### config.mk
export PLATFORM = sky130hd
export DESIGN_NAME = tpu_host_sequencer
export DESIGN_NICKNAME = d
export VERILOG_FILES = /design/src/rtl/tpu_host_sequencer.sv
export SDC_FILE = /design/constraint.sdc
export NUM_CORES = 1
export LEC_CHECK = 0
export CAP_MARGIN = 20
export CELL_PAD_IN_SITES_DETAIL_PLACEMENT = 1
export CELL_PAD_IN_SITES_GLOBAL_PLACEMENT = 1
export CORE_ASPECT_RATIO = 1.5
export CORE_MARGIN = 5
export CORE_UTILIZATION = 37
export DETAILED_ROUTE_END_ITERATION = 7
export PLACE_DENSITY_LB_ADDON = 0.15
export SLEW_MARGIN = 20
export SYNTH_ARGS = -nofsm -noshare
export SYNTH_HDL_FRONTEND = slang
export SYNTH_SLANG_ARGS = --single-unit
### constraint.sdc
create_clock -name clk -period 4.3 [get_ports clk]
set_input_delay 0.86 -clock clk [delete_from_list [all_inputs] [get_ports clk]]
set_output_delay 0.86 -clock clk [all_outputs]
set_load 0.01 [all_outputs]
### src/rtl/tpu_host_sequencer.sv
// tpu_host_sequencer: host master that loads A/B into the 2x2 matmul controller, waits for done and reads C back
module tpu_host_sequencer #(
    parameter int TIMEOUT_CYCLES = 64,
    parameter int SETTLE_CYCLES  = 1
) (
    input  logic        clk,
    input  logic        rst,
    input  logic        job_valid,
    output logic        job_ready,
    input  logic [31:0] A_flat,
    input  logic [31:0] B_flat,
    output logic        res_valid,
    input  logic        res_ready,
    output logic [31:0] C_flat,
    output logic        err,
    output logic        ctrl_rst,
    output logic        load_en,
    output logic        load_sel_ab,
    output logic [1:0]  load_index,
    output logic [7:0]  in_data,
    output logic        output_en,
    output logic [1:0]  output_sel,
    input  logic [7:0]  out_data,
    input  logic        done
);
    typedef enum logic [2:0] {IDLE, CLR, LOAD, WAIT, SETTLE, READ, RESP} state_t;
    localparam int MAXC = TIMEOUT_CYCLES > SETTLE_CYCLES ? TIMEOUT_CYCLES : SETTLE_CYCLES;
    localparam int CW = $clog2(MAXC + 1);
    localparam logic [CW-1:0] T_LAST = CW'(TIMEOUT_CYCLES - 1);
    localparam logic [CW-1:0] S_LAST = CW'(SETTLE_CYCLES - 1);
    state_t state, state_n;
    logic [2:0]    beat, beat_n;
    logic [CW-1:0] cnt, cnt_n;
    logic [31:0]   a_q, b_q;
    logic [63:0]   ab;
    logic          timeout;
    assign job_ready = state == IDLE;
    assign ab = {b_q, a_q};
    // next state plus the shared beat counter (load/read) and wait/settle counter
    always_comb begin
        state_n = state;
        beat_n  = beat;
        cnt_n   = cnt;
        timeout = 1'b0;
        case (state)
            IDLE: state_n = job_valid ? CLR : IDLE;
            CLR: begin
                state_n = LOAD;
                beat_n  = 3'd0;
            end
            LOAD: begin
                state_n = beat == 3'd7 ? WAIT : LOAD;
                beat_n  = beat + 3'd1;
                cnt_n   = '0;
            end
            WAIT: begin
                timeout = !done && cnt == T_LAST;
                state_n = done ? (SETTLE_CYCLES == 0 ? READ : SETTLE) : timeout ? RESP : WAIT;
                cnt_n   = done ? '0 : cnt + CW'(1);
                beat_n  = 3'd0;
            end
            SETTLE: begin
                state_n = cnt == S_LAST ? READ : SETTLE;
                cnt_n   = cnt + CW'(1);
            end
            READ: begin
                state_n = beat == 3'd3 ? RESP : READ;
                beat_n  = beat + 3'd1;
            end
            RESP: state_n = res_ready ? IDLE : RESP;
            default: state_n = IDLE;
        endcase
    end
    // state, job capture, and outputs registered from the next-state view so they line up with the state
    always_ff @(posedge clk or posedge rst) begin
        if (rst) begin
            state       <= IDLE;
            beat        <= 3'd0;
            cnt         <= '0;
            a_q         <= '0;
            b_q         <= '0;
            C_flat      <= '0;
            err         <= 1'b0;
            res_valid   <= 1'b0;
            ctrl_rst    <= 1'b0;
            load_en     <= 1'b0;
            load_sel_ab <= 1'b0;
            load_index  <= 2'd0;
            in_data     <= 8'd0;
            output_en   <= 1'b0;
            output_sel  <= 2'd0;
        end else begin
            state       <= state_n;
            beat        <= beat_n;
            cnt         <= cnt_n;
            if (job_valid && job_ready) begin
                a_q <= A_flat;
                b_q <= B_flat;
            end
            ctrl_rst    <= state_n == CLR;
            load_en     <= state_n == LOAD;
            load_sel_ab <= state_n == LOAD && beat_n[2];
            load_index  <= state_n == LOAD ? beat_n[1:0] : 2'd0;
            in_data     <= state_n == LOAD ? ab[{beat_n, 3'b000} +: 8] : 8'd0;
            output_en   <= state_n == READ;
            output_sel  <= state_n == READ ? beat_n[1:0] : 2'd0;
            res_valid   <= state_n == RESP;
            if (output_en) C_flat[{output_sel, 3'b000} +: 8] <= out_data;
            else if (timeout) C_flat <= '0;
            err <= timeout | (err & !(state == RESP && res_ready));
        end
    end
endmodule

==> flow_summary.json, run 1 <==
{
  "status": "complete, no violations",
  "gp_congestion": 0.7822,
  "fin_util": 0.5043,
  "ys_ff_latch": 127,
  "ioPinCount": 128,
  "initial_core_util": 0.3773,
  "ys.flop_type": "dfrtp_1",
  "fillers": 1702,
  "cts_tree": "yes",
  "vdd_drop_max_uv": 356.9,
  "cp_data_required_time_ns": 3.44,
  "antenna_cells": 0,
  "drc_errors": 0,
  "path_max_fanout": 18,
  "dp.cells": 812,
  "power_per_cell_area_nw_per_um2": 725.4,
  "min_period_over_period": 0.7007,
  "worst-r2r-cell-count": 7,
  "min_to": "C_flat[5]$_DFFE_PP0P_",
  "crit_chain": "buf_4, nor3_1, clkdlybuf4s50_1",
  "worstMarginPinSlew_ns": 1.152,
  "holdCritStartpoint": "C_flat[5]$_DFFE_PP0P_",
  "min_path_cells": 1,
  "ctsHoldBuffers": 0,
  "setup_viol": 0,
  "ff_latch_area_sq_um": 3178,
  "r2r-end": "in_data[2]$_DFF_PP0_",
  "relSlewSlack": 0.2261,
  "globalRouteTotalUtil": 0.1903,
  "die_w_microns": 114.9,
  "tns_ns": 0,
  "cts.path.max_buffers": 2,
  "cts_buffers": 17,
  "hold_viol": 0,
  "dr.first_iter.drc_count": 207,
  "ctsResizeCount": 0,
  "synth_enable_flop_cells": 0,
  "synth_fp_nets": 589,
  "synth_area_leader_cell": "dfrtp_1",
  "post-cts-setup-buffers": 0,
  "core_sq_um": 16190,
  "synthDominantCellAreaShare": 0.5203,
  "die_h_microns": 167.4,
  "routed_wirelength_microns": 17480,
  "critPathCaptureType": "output pin",
  "wl_per_cell_microns": 20.74,
  "fp-row-count": 57,
  "drv_slew": 0,
  "grt_pass1_vias": 5268,
  "netlist_instances": 503,
  "dr.pass1.iters": 4,
  "drive_gt1_frac": 0.1821,
  "synth.area.top_cells": "dfrtp_1, mux2_2, mux2i_1, a22o_1, a21oi_1",
  "reg2reg_from": "beat[0]$_DFF_PP0_",
  "fin_cells": 843,
  "clk_pin_slew_ns": 0.06,
  "cpMaxStageDelayCell": "clkdlybuf4s50_1",
  "avgSynthCellArea_sq_um": 12.14,
  "cts_sinks": 127,
  "grt_start_max_net_pins": 84,
  "synth-async-reset-ratio": 1.000,
  "dpl.hpwl_microns": 12550,
  "hold_path_class": "flip-flop to flip-flop",
  "portBuffers": 127,
  "antenna_found_initial": 0,
  "viasPerCell": 5.447,
  "max_freq_mhz": 331.9,
  "yosys_warnings": 0,
  "final_antenna_net_count": 0,
  "drv_cap": 0,
  "place_area_sq_um": 7557,
  "synth_cell_types": 47,
  "grt-ovfl-total": 0,
  "worstSetupStartpointType": "flip-flop",
  "seq_area_frac_synth": 0.5203,
  "critPathMaxStageDelay_ns": 0.60,
  "grt_pass1_wl_microns": 28860,
  "insertion_delay_ns": 0.42,
  "layout.nets": 711,
  "grt_setup_unrepaired": "no",
  "ctsRootBufferMaster": "clkbuf_16",
  "syn_area_sq_um": 6108,
  "vias": 4592,
  "finClkSkew_ns": 0.01853,
  "htree_levels": 4,
  "final_area_sq_um": 8164,
  "critPathKind": "flip-flop to output pin",
  "fin_crit_ns": 3.013,
  "finalPower_mw": 5.922,
  "cp.arrival_ns": 2.15,
  "area_growth_pct": 33.65,
  "power.static_leakage_nw": 3.466,
  "die-area_sq_um": 19230,
  "regToRegSetupSlack_ns": 1.34,
  "multi_input_area_sq_um": 2720
}
critical path, delay by kind of cell, from the launching register on:
family / cells / cell delay (ns)
flops: 1 / 0.55
simple gates: 1 / 0.27
buf+inv: 2 / 0.90
placed cells by master, fill, tap and decap left out, types with 12 or more instances in the layout:
| cell type | n |
|---|---|
| dfrtp_1 | 127 |
| clkdlybuf4s50_1 | 127 |
| mux2_2 | 65 |
| mux2i_1 | 56 |
| a22o_1 | 35 |
| nand2_1 | 30 |
| a21oi_1 | 24 |
| clkbuf_16 | 17 |
| nor2_1 | 15 |
| inv_1 | 12 |
| o21ai_0 | 12 |
metrics by stage:
step	hold slack, ns	worst slack (ns)
floorplan	0.4800	0.05571
global placement	0.4867	1.419
detailed placement	0.4922	1.358
CTS	0.5094	1.263
global route	0.5239	1.166
finish	0.5009	1.287
cell usage after synthesis (6+ instances only):
| cell type | n |
|---|---|
| a21oi_1 | 24 |
| a221oi_1 | 9 |
| a22o_1 | 35 |
| a22oi_1 | 10 |
| a32o_1 | 7 |
| buf_1 | 6 |
| buf_2 | 18 |
| dfrtp_1 | 127 |
| ha_1 | 9 |
| inv_1 | 13 |
| mux2_2 | 65 |
| mux2i_1 | 56 |
| nand2_1 | 30 |
| nor2_1 | 15 |
| nor3_1 | 7 |
| o21ai_0 | 12 |
sequential cells by signal, summed over array words and instances (netlist names), 2 cells and up:
| register | count |
|---|---|
| C_flat | 32 |
| a_q | 32 |
| b_q | 32 |
| beat | 3 |
| cnt | 7 |
| in_data | 8 |
| load_index | 2 |
| output_sel | 2 |
| state | 3 |
cells by family after synthesis:
family	share of synthesized area
mux	0.2116
flops	0.5203
simple gates	0.06985
compound gates	0.1409
xor+xnor	0.001434
fa+ha+maj	0.01844
buf+inv	0.03748
layout make-up:
cell class / instances / share of cell area
multi-input cells: 328 / 0.3332
flip-flops and latches: 127 / 0.3893
clock buffers: 17 / 0.05211
well taps: 206 / 0.03157
clock inverters: 14 / 0.02192
repair buffers: 137 / 0.1649
inverters: 14 / 0.007050
power breakdown:
part / total, mW / internal [mW] / switching [mW] / leakage, nW
registers: 2.01 / 1.63 / 0.377 / 1.60
clock network: 1.49 / 0.919 / 0.568 / 0.288
logic: 2.43 / 1.20 / 1.23 / 1.58
total: 5.92 / 3.75 / 2.17 / 3.47
worst max-delay path by stage:
stage                             from                     to  slack (ns)  cells past startpoint
floorplan                          rst  C_flat[0]$_DFFE_PP0P_        0.06                      1
global placement                  done   in_data[6]$_DFF_PP0_        1.42                      7
detailed placement                done   in_data[3]$_DFF_PP0_        1.36                      7
CTS                 state[0]$_DFF_PP0_              job_ready        1.26                      3
global route         beat[0]$_DFF_PP0_   in_data[2]$_DFF_PP0_        1.17                      7
finish              state[0]$_DFF_PP0_              job_ready        1.29                      3
per-layer routing:
layer	up-vias	routed length (microns)	GRT usage
li1	2107	-	-
met1	2360	6689	0.2164
met2	108	9878	0.3533
met3	17	669	0.03682
met4	0	243	0.05618
met5	-	0	0
(Power assumes the default switching activity.)
==> run 2, diff against run 1 <==
==> constraint.sdc (replaced) <==
create_clock -name clk -period 2.44 [get_ports clk]
set_input_delay 0.488 -clock clk [delete_from_list [all_inputs] [get_ports clk]]
set_output_delay 0.488 -clock clk [all_outputs]
set_load 0.01 [all_outputs]
==> run 2 against run 1 <==
  * Clock skew shrank 0.0040 ns
  * Critical path depth grew 4
  * Core utilization grew 1.6 points
  * Largest cell class unchanged
==> flow_summary.json, run 2 (same netlist as run 1, synthesis figures left out) <==
{
  "status": "complete, no violations",
  "die_h_microns": 167.4,
  "drv_slew": 0,
  "area_growth_pct": 37.77,
  "dr.pass1.iters": 4,
  "fin_util": 0.5198,
  "vdd_drop_max_uv": 530.4,
  "path_max_fanout": 8,
  "antenna_found_initial": 0,
  "fp-row-count": 57,
  "hold_viol": 0,
  "grt_start_max_net_pins": 63,
  "power_per_cell_area_nw_per_um2": 1270,
  "reg_top3": "C_flat x32, a_q x32, b_q x32",
  "die-area_sq_um": 19230,
  "tns_ns": 0,
  "cts_tree": "yes",
  "final_cell_mix": "dfrtp_1, clkdlybuf4s50_1, mux2_2",
  "hold_path_class": "input pin to async pin",
  "relSlewSlack": 0.4652,
  "cts_sinks": 127,
  "core_sq_um": 16190,
  "grt_setup_unrepaired": "no",
  "antenna_cells": 0,
  "routed_wirelength_microns": 17190,
  "initial_core_util": 0.3773,
  "worstSetupStartpointType": "flip-flop",
  "globalRouteTotalUtil": 0.1824,
  "cts_buffers": 17,
  "viasPerCell": 5.371,
  "ctsHoldBuffers": 0,
  "dp_worst_setup_slack_ns": 0.07128,
  "cts.path.max_buffers": 2,
  "layout.nets": 735,
  "drc_errors": 0,
  "cp_data_required_time_ns": 2.78,
  "htree_levels": 4,
  "fin_crit_ns": 2.242,
  "post-cts-setup-buffers": 0,
  "ctsResizeCount": 3,
  "final_antenna_net_count": 0,
  "die_w_microns": 114.9,
  "setup_viol": 0,
  "dpl.hpwl_microns": 12840,
  "drive_gt1_frac": 0.2190,
  "crit_chain": "ha_2, nand3_2, or3_4, a32oi_2, and3_1, nor3b_4, a32o_1",
  "cpMaxStageDelayCell": "or3_4",
  "worstMarginPinSlew_ns": 0.8022,
  "grt-ovfl-total": 0,
  "insertion_delay_ns": 0.42,
  "grt_pass1_vias": 5322,
  "vias": 4662,
  "cp.arrival_ns": 2.59,
  "wl_per_cell_microns": 19.81,
  "clk_pin_slew_ns": 0.06,
  "setup_ws_ns": 0.1984,
  "min_period_over_period": 0.9187,
  "critPathCaptureType": "flip-flop",
  "portBuffers": 127,
  "finalPower_mw": 10.69,
  "drv_cap": 0,
  "finClkSkew_ns": 0.01454,
  "dr.first_iter.drc_count": 156,
  "power.static_leakage_nw": 3.613,
  "gp_congestion": 0.7616,
  "critPathKind": "flip-flop to flip-flop",
  "max_freq_mhz": 446.1,
  "grt_pass1_wl_microns": 27610,
  "ctsRootBufferMaster": "clkbuf_16",
  "critPathMaxStageDelay_ns": 0.42,
  "ioPinCount": 128
}
run 2: per-layer routing:
layer / track usage / share of wire / up-vias / routed length [microns]
met5: 0 / 0 / - / 0
met4: 0.06078 / 0.020 / 0 / 345
met3: 0.03899 / 0.044 / 19 / 760
met2: 0.3473 / 0.56 / 112 / 9598
met1: 0.1938 / 0.38 / 2371 / 6489
li1: - / - / 2160 / -
run 2: worst paths after layout:
kind | start | to | slack, ns | depth (start not counted)
worst max register to register | cnt[0]$_DFFE_PP0P_ | in_data[1]$_DFF_PP0_ | 0.20 | 7
worst min-delay path | rst | cnt[5]$_DFFE_PP0P_ | 0.38 | 2
min in group clk | C_flat[22]$_DFFE_PP0P_ | C_flat[22]$_DFFE_PP0P_ | 0.50 | 1
worst max-delay path | cnt[0]$_DFFE_PP0P_ | in_data[1]$_DFF_PP0_ | 0.20 | 7
max in group asynchronous | rst | a_q[0]$_DFFE_PP0P_ | 1.41 | 3
worst min register to register | C_flat[22]$_DFFE_PP0P_ | C_flat[22]$_DFFE_PP0P_ | 0.50 | 1
run 2: area by class of cell:
type                       instances  area (sq um)
clock buffer                      18         439.2
clock inverter                    14         170.2
fill                            1689          7774
inverter                          14         56.30
multi-input combinational        328          2738
sequential                       127          3179
tap                              206         257.7
timing repair buffer             161          1575
run 2: per-stage QoR:
step | instance area (sq um) | hold WS [ns] | std cells
floorplan | 6112 | 0.4800 | 503
global placement | 7789 | 0.4870 | 836
detailed placement | 7789 | 0.4949 | 836
CTS | 8403 | 0.3828 | 868
global route | 8416 | 0.4014 | 868
finish | 8416 | 0.3766 | 868
run 2: worst max-delay path: cells and delay by family (launching register included):
family | cells | cell delay [ns]
AOI/OAI and AO/OA | 2 | 0.39
DFF | 1 | 0.40
and+or+nand+nor | 4 | 1.13
adders and majority gates | 1 | 0.24
run 2: power by group:
part / switching, mW / total, mW / internal (mW)
clock: 1.03 / 2.60 / 1.57
combinational: 2.28 / 4.64 / 2.36
sequential: 0.573 / 3.44 / 2.87
==> run 3, diff against run 2 <==
--- a/config.mk
+++ b/config.mk
@@ -5,15 +5,15 @@
 export SDC_FILE = /design/constraint.sdc
 export NUM_CORES = 1
 export LEC_CHECK = 0
-export CAP_MARGIN = 20
+export CAP_MARGIN = 15
 export CELL_PAD_IN_SITES_DETAIL_PLACEMENT = 1
 export CELL_PAD_IN_SITES_GLOBAL_PLACEMENT = 1
 export CORE_ASPECT_RATIO = 1.5
-export CORE_MARGIN = 5
+export CORE_MARGIN = 2
 export CORE_UTILIZATION = 37
 export DETAILED_ROUTE_END_ITERATION = 7
 export PLACE_DENSITY_LB_ADDON = 0.15
-export SLEW_MARGIN = 20
+export SLEW_MARGIN = 25
 export SYNTH_ARGS = -nofsm -noshare
 export SYNTH_HDL_FRONTEND = slang
 export SYNTH_SLANG_ARGS = --single-unit
==> run 3 against run 2 <==
  * Via count up 0.19%
  * Cell count unchanged
  * First-iteration DRC count up 5.1%
  * Final area down 0.24%
  * Combinational power about the same
  * Non-clock buffer count up 1
==> flow_summary.json, run 3 (same netlist as run 1, synthesis figures left out) <==
{
  "relSlewSlack": 0.4193,
  "reg2reg_from": "cnt[1]$_DFFE_PP0P_",
  "hold_viol": 0,
  "grt-ovfl-total": 0,
  "grt_pass1_vias": 5105,
  "core_sq_um": 16190,
  "cts_sinks": 127,
  "worstSetupStartpoint": "state[2]$_DFF_PP0_",
  "hold_path_class": "input pin to async pin",
  "combPwrFrac": 0.439,
  "final_antenna_net_count": 0,
  "vias": 4671,
  "drive_gt1_frac": 0.2190,
  "antenna_cells": 0,
  "drv_slew": 0,
  "grt_pass1_wl_microns": 26850,
  "clk_pin_slew_ns": 0.06,
  "viasPerCell": 5.381,
  "gp_congestion": 0.8215,
  "switching_share": 0.3621,
  "critPathKind": "flip-flop to output pin",
  "fp-row-count": 57,
  "die-area_sq_um": 17570,
  "dr.pass1.iters": 4,
  "cts_tree": "yes",
  "cts_buffers": 17,
  "globalRouteTotalUtil": 0.2000,
  "seqPwrFrac": 0.323,
  "grt_start_max_net_pins": 91,
  "clockPowerShare": 0.238,
  "power.static_leakage_nw": 3.602,
  "worstSetupStartpointType": "flip-flop",
  "ctsHoldBuffers": 0,
  "power_per_cell_area_nw_per_um2": 1265,
  "finalPower_mw": 10.62,
  "critPathCaptureType": "output pin",
  "fin_crit_ns": 2.371,
  "layout.nets": 736,
  "path_max_fanout": 15,
  "finClkSkew_ns": 0.01207,
  "htree_levels": 4,
  "ctsRootBufferMaster": "clkbuf_16",
  "initial_core_util": 0.3773,
  "final_common_cell": "clkdlybuf4s50_1",
  "reg_top3": "C_flat x32, a_q x32, b_q x32",
  "vdd_drop_max_uv": 620.1,
  "internal-power_mw": 6.775,
  "routed_wirelength_microns": 16770,
  "die_h_microns": 161.4,
  "portBuffers": 127,
  "dr.first_iter.drc_count": 164,
  "fin_util": 0.5186,
  "wl_per_cell_microns": 19.32,
  "min_period_over_period": 0.9717,
  "die_w_microns": 108.9,
  "switchingPower_mw": 3.845,
  "grt_setup_unrepaired": "no",
  "tns_ns": 0,
  "dpl.hpwl_microns": 12280,
  "insertion_delay_ns": 0.41,
  "worstMarginPinSlew_ns": 0.8710,
  "setup_viol": 0,
  "cp_data_required_time_ns": 1.95,
  "ioPinCount": 128,
  "drv_cap": 0,
  "cts.path.max_buffers": 2,
  "max_freq_mhz": 421.8,
  "area_growth_pct": 37.44,
  "status": "complete, no violations",
  "drc_errors": 0,
  "antenna_found_initial": 0,
  "final_cell_mix": "clkdlybuf4s50_1, dfrtp_1, mux2_2",
  "cp.arrival_ns": 1.88
}
[run 3: layer usage]
layer  vias up  track usage  wire length [microns]
met5         -            0                      0
met4         0      0.05245                    244
met3        16      0.04318                    681
met2       109       0.3823                   9598
met1      2382       0.2165                   6247
li1       2164            -                      -
[run 3: worst paths after layout]
path / endpoint / slack, ns / depth (start not counted)
worst max-delay path: job_ready / 0.07 / 3
worst min-delay path: cnt[5]$_DFFE_PP0P_ / 0.40 / 2
worst max register to register: C_flat[31]$_DFFE_PP0P_ / 0.15 / 6
worst min register to register: C_flat[10]$_DFFE_PP0P_ / 0.50 / 1
max in group asynchronous: in_data[6]$_DFF_PP0_ / 1.27 / 3
min in group clk: C_flat[10]$_DFFE_PP0P_ / 0.50 / 1
[run 3: final cells by class]
cell class | count | area, sq um
multi-input combinational | 328 | 2735
clock inverter | 14 | 157.7
timing repair buffer | 162 | 1584
sequential | 127 | 3179
fill | 1696 | 7794
inverter | 14 | 56.30
tap | 206 | 257.7
clock buffer | 17 | 425.4
[run 3: worst max-delay path, stage by stage (launching register included)]
cell and delay (ns):
dfrtp_2 0.50, buf_4 0.20, nor3_4 0.19, clkdlybuf4s50_1 0.58
[run 3: repair_timing]
item,4_1_cts,5_1_grt
endpoints found under the setup margin,1,8
gates cloned,0,0
gates resized for setup,3,2
setup buffers,0,1
[run 3: power by group through the flow]
stage,combinational [mW],sequential (mW),clock (mW)
3_3_place_gp,4.49,3.41,0
3_5_place_dp,4.64,3.47,0
5_1_grt,5.10,3.55,2.67
4_1_cts,4.70,3.44,2.58
2_1_floorplan,3.16,3.31,0
6_report,4.67,3.43,2.52
[run 3: through the flow]
stage | instances | worst slack (ns) | hold slack [ns] | area [sq um]
final | 868 | 0.06898 | 0.4003 | 8396
after global routing | 868 | 0.004229 | 0.4179 | 8396
after CTS | 867 | 0.05199 | 0.4002 | 8372
after detailed placement | 836 | 0.03544 | 0.4932 | 7776
after global placement | 836 | 0.05814 | 0.4875 | 7776
after floorplan | 503 | 0.3847 | 0.4800 | 6112
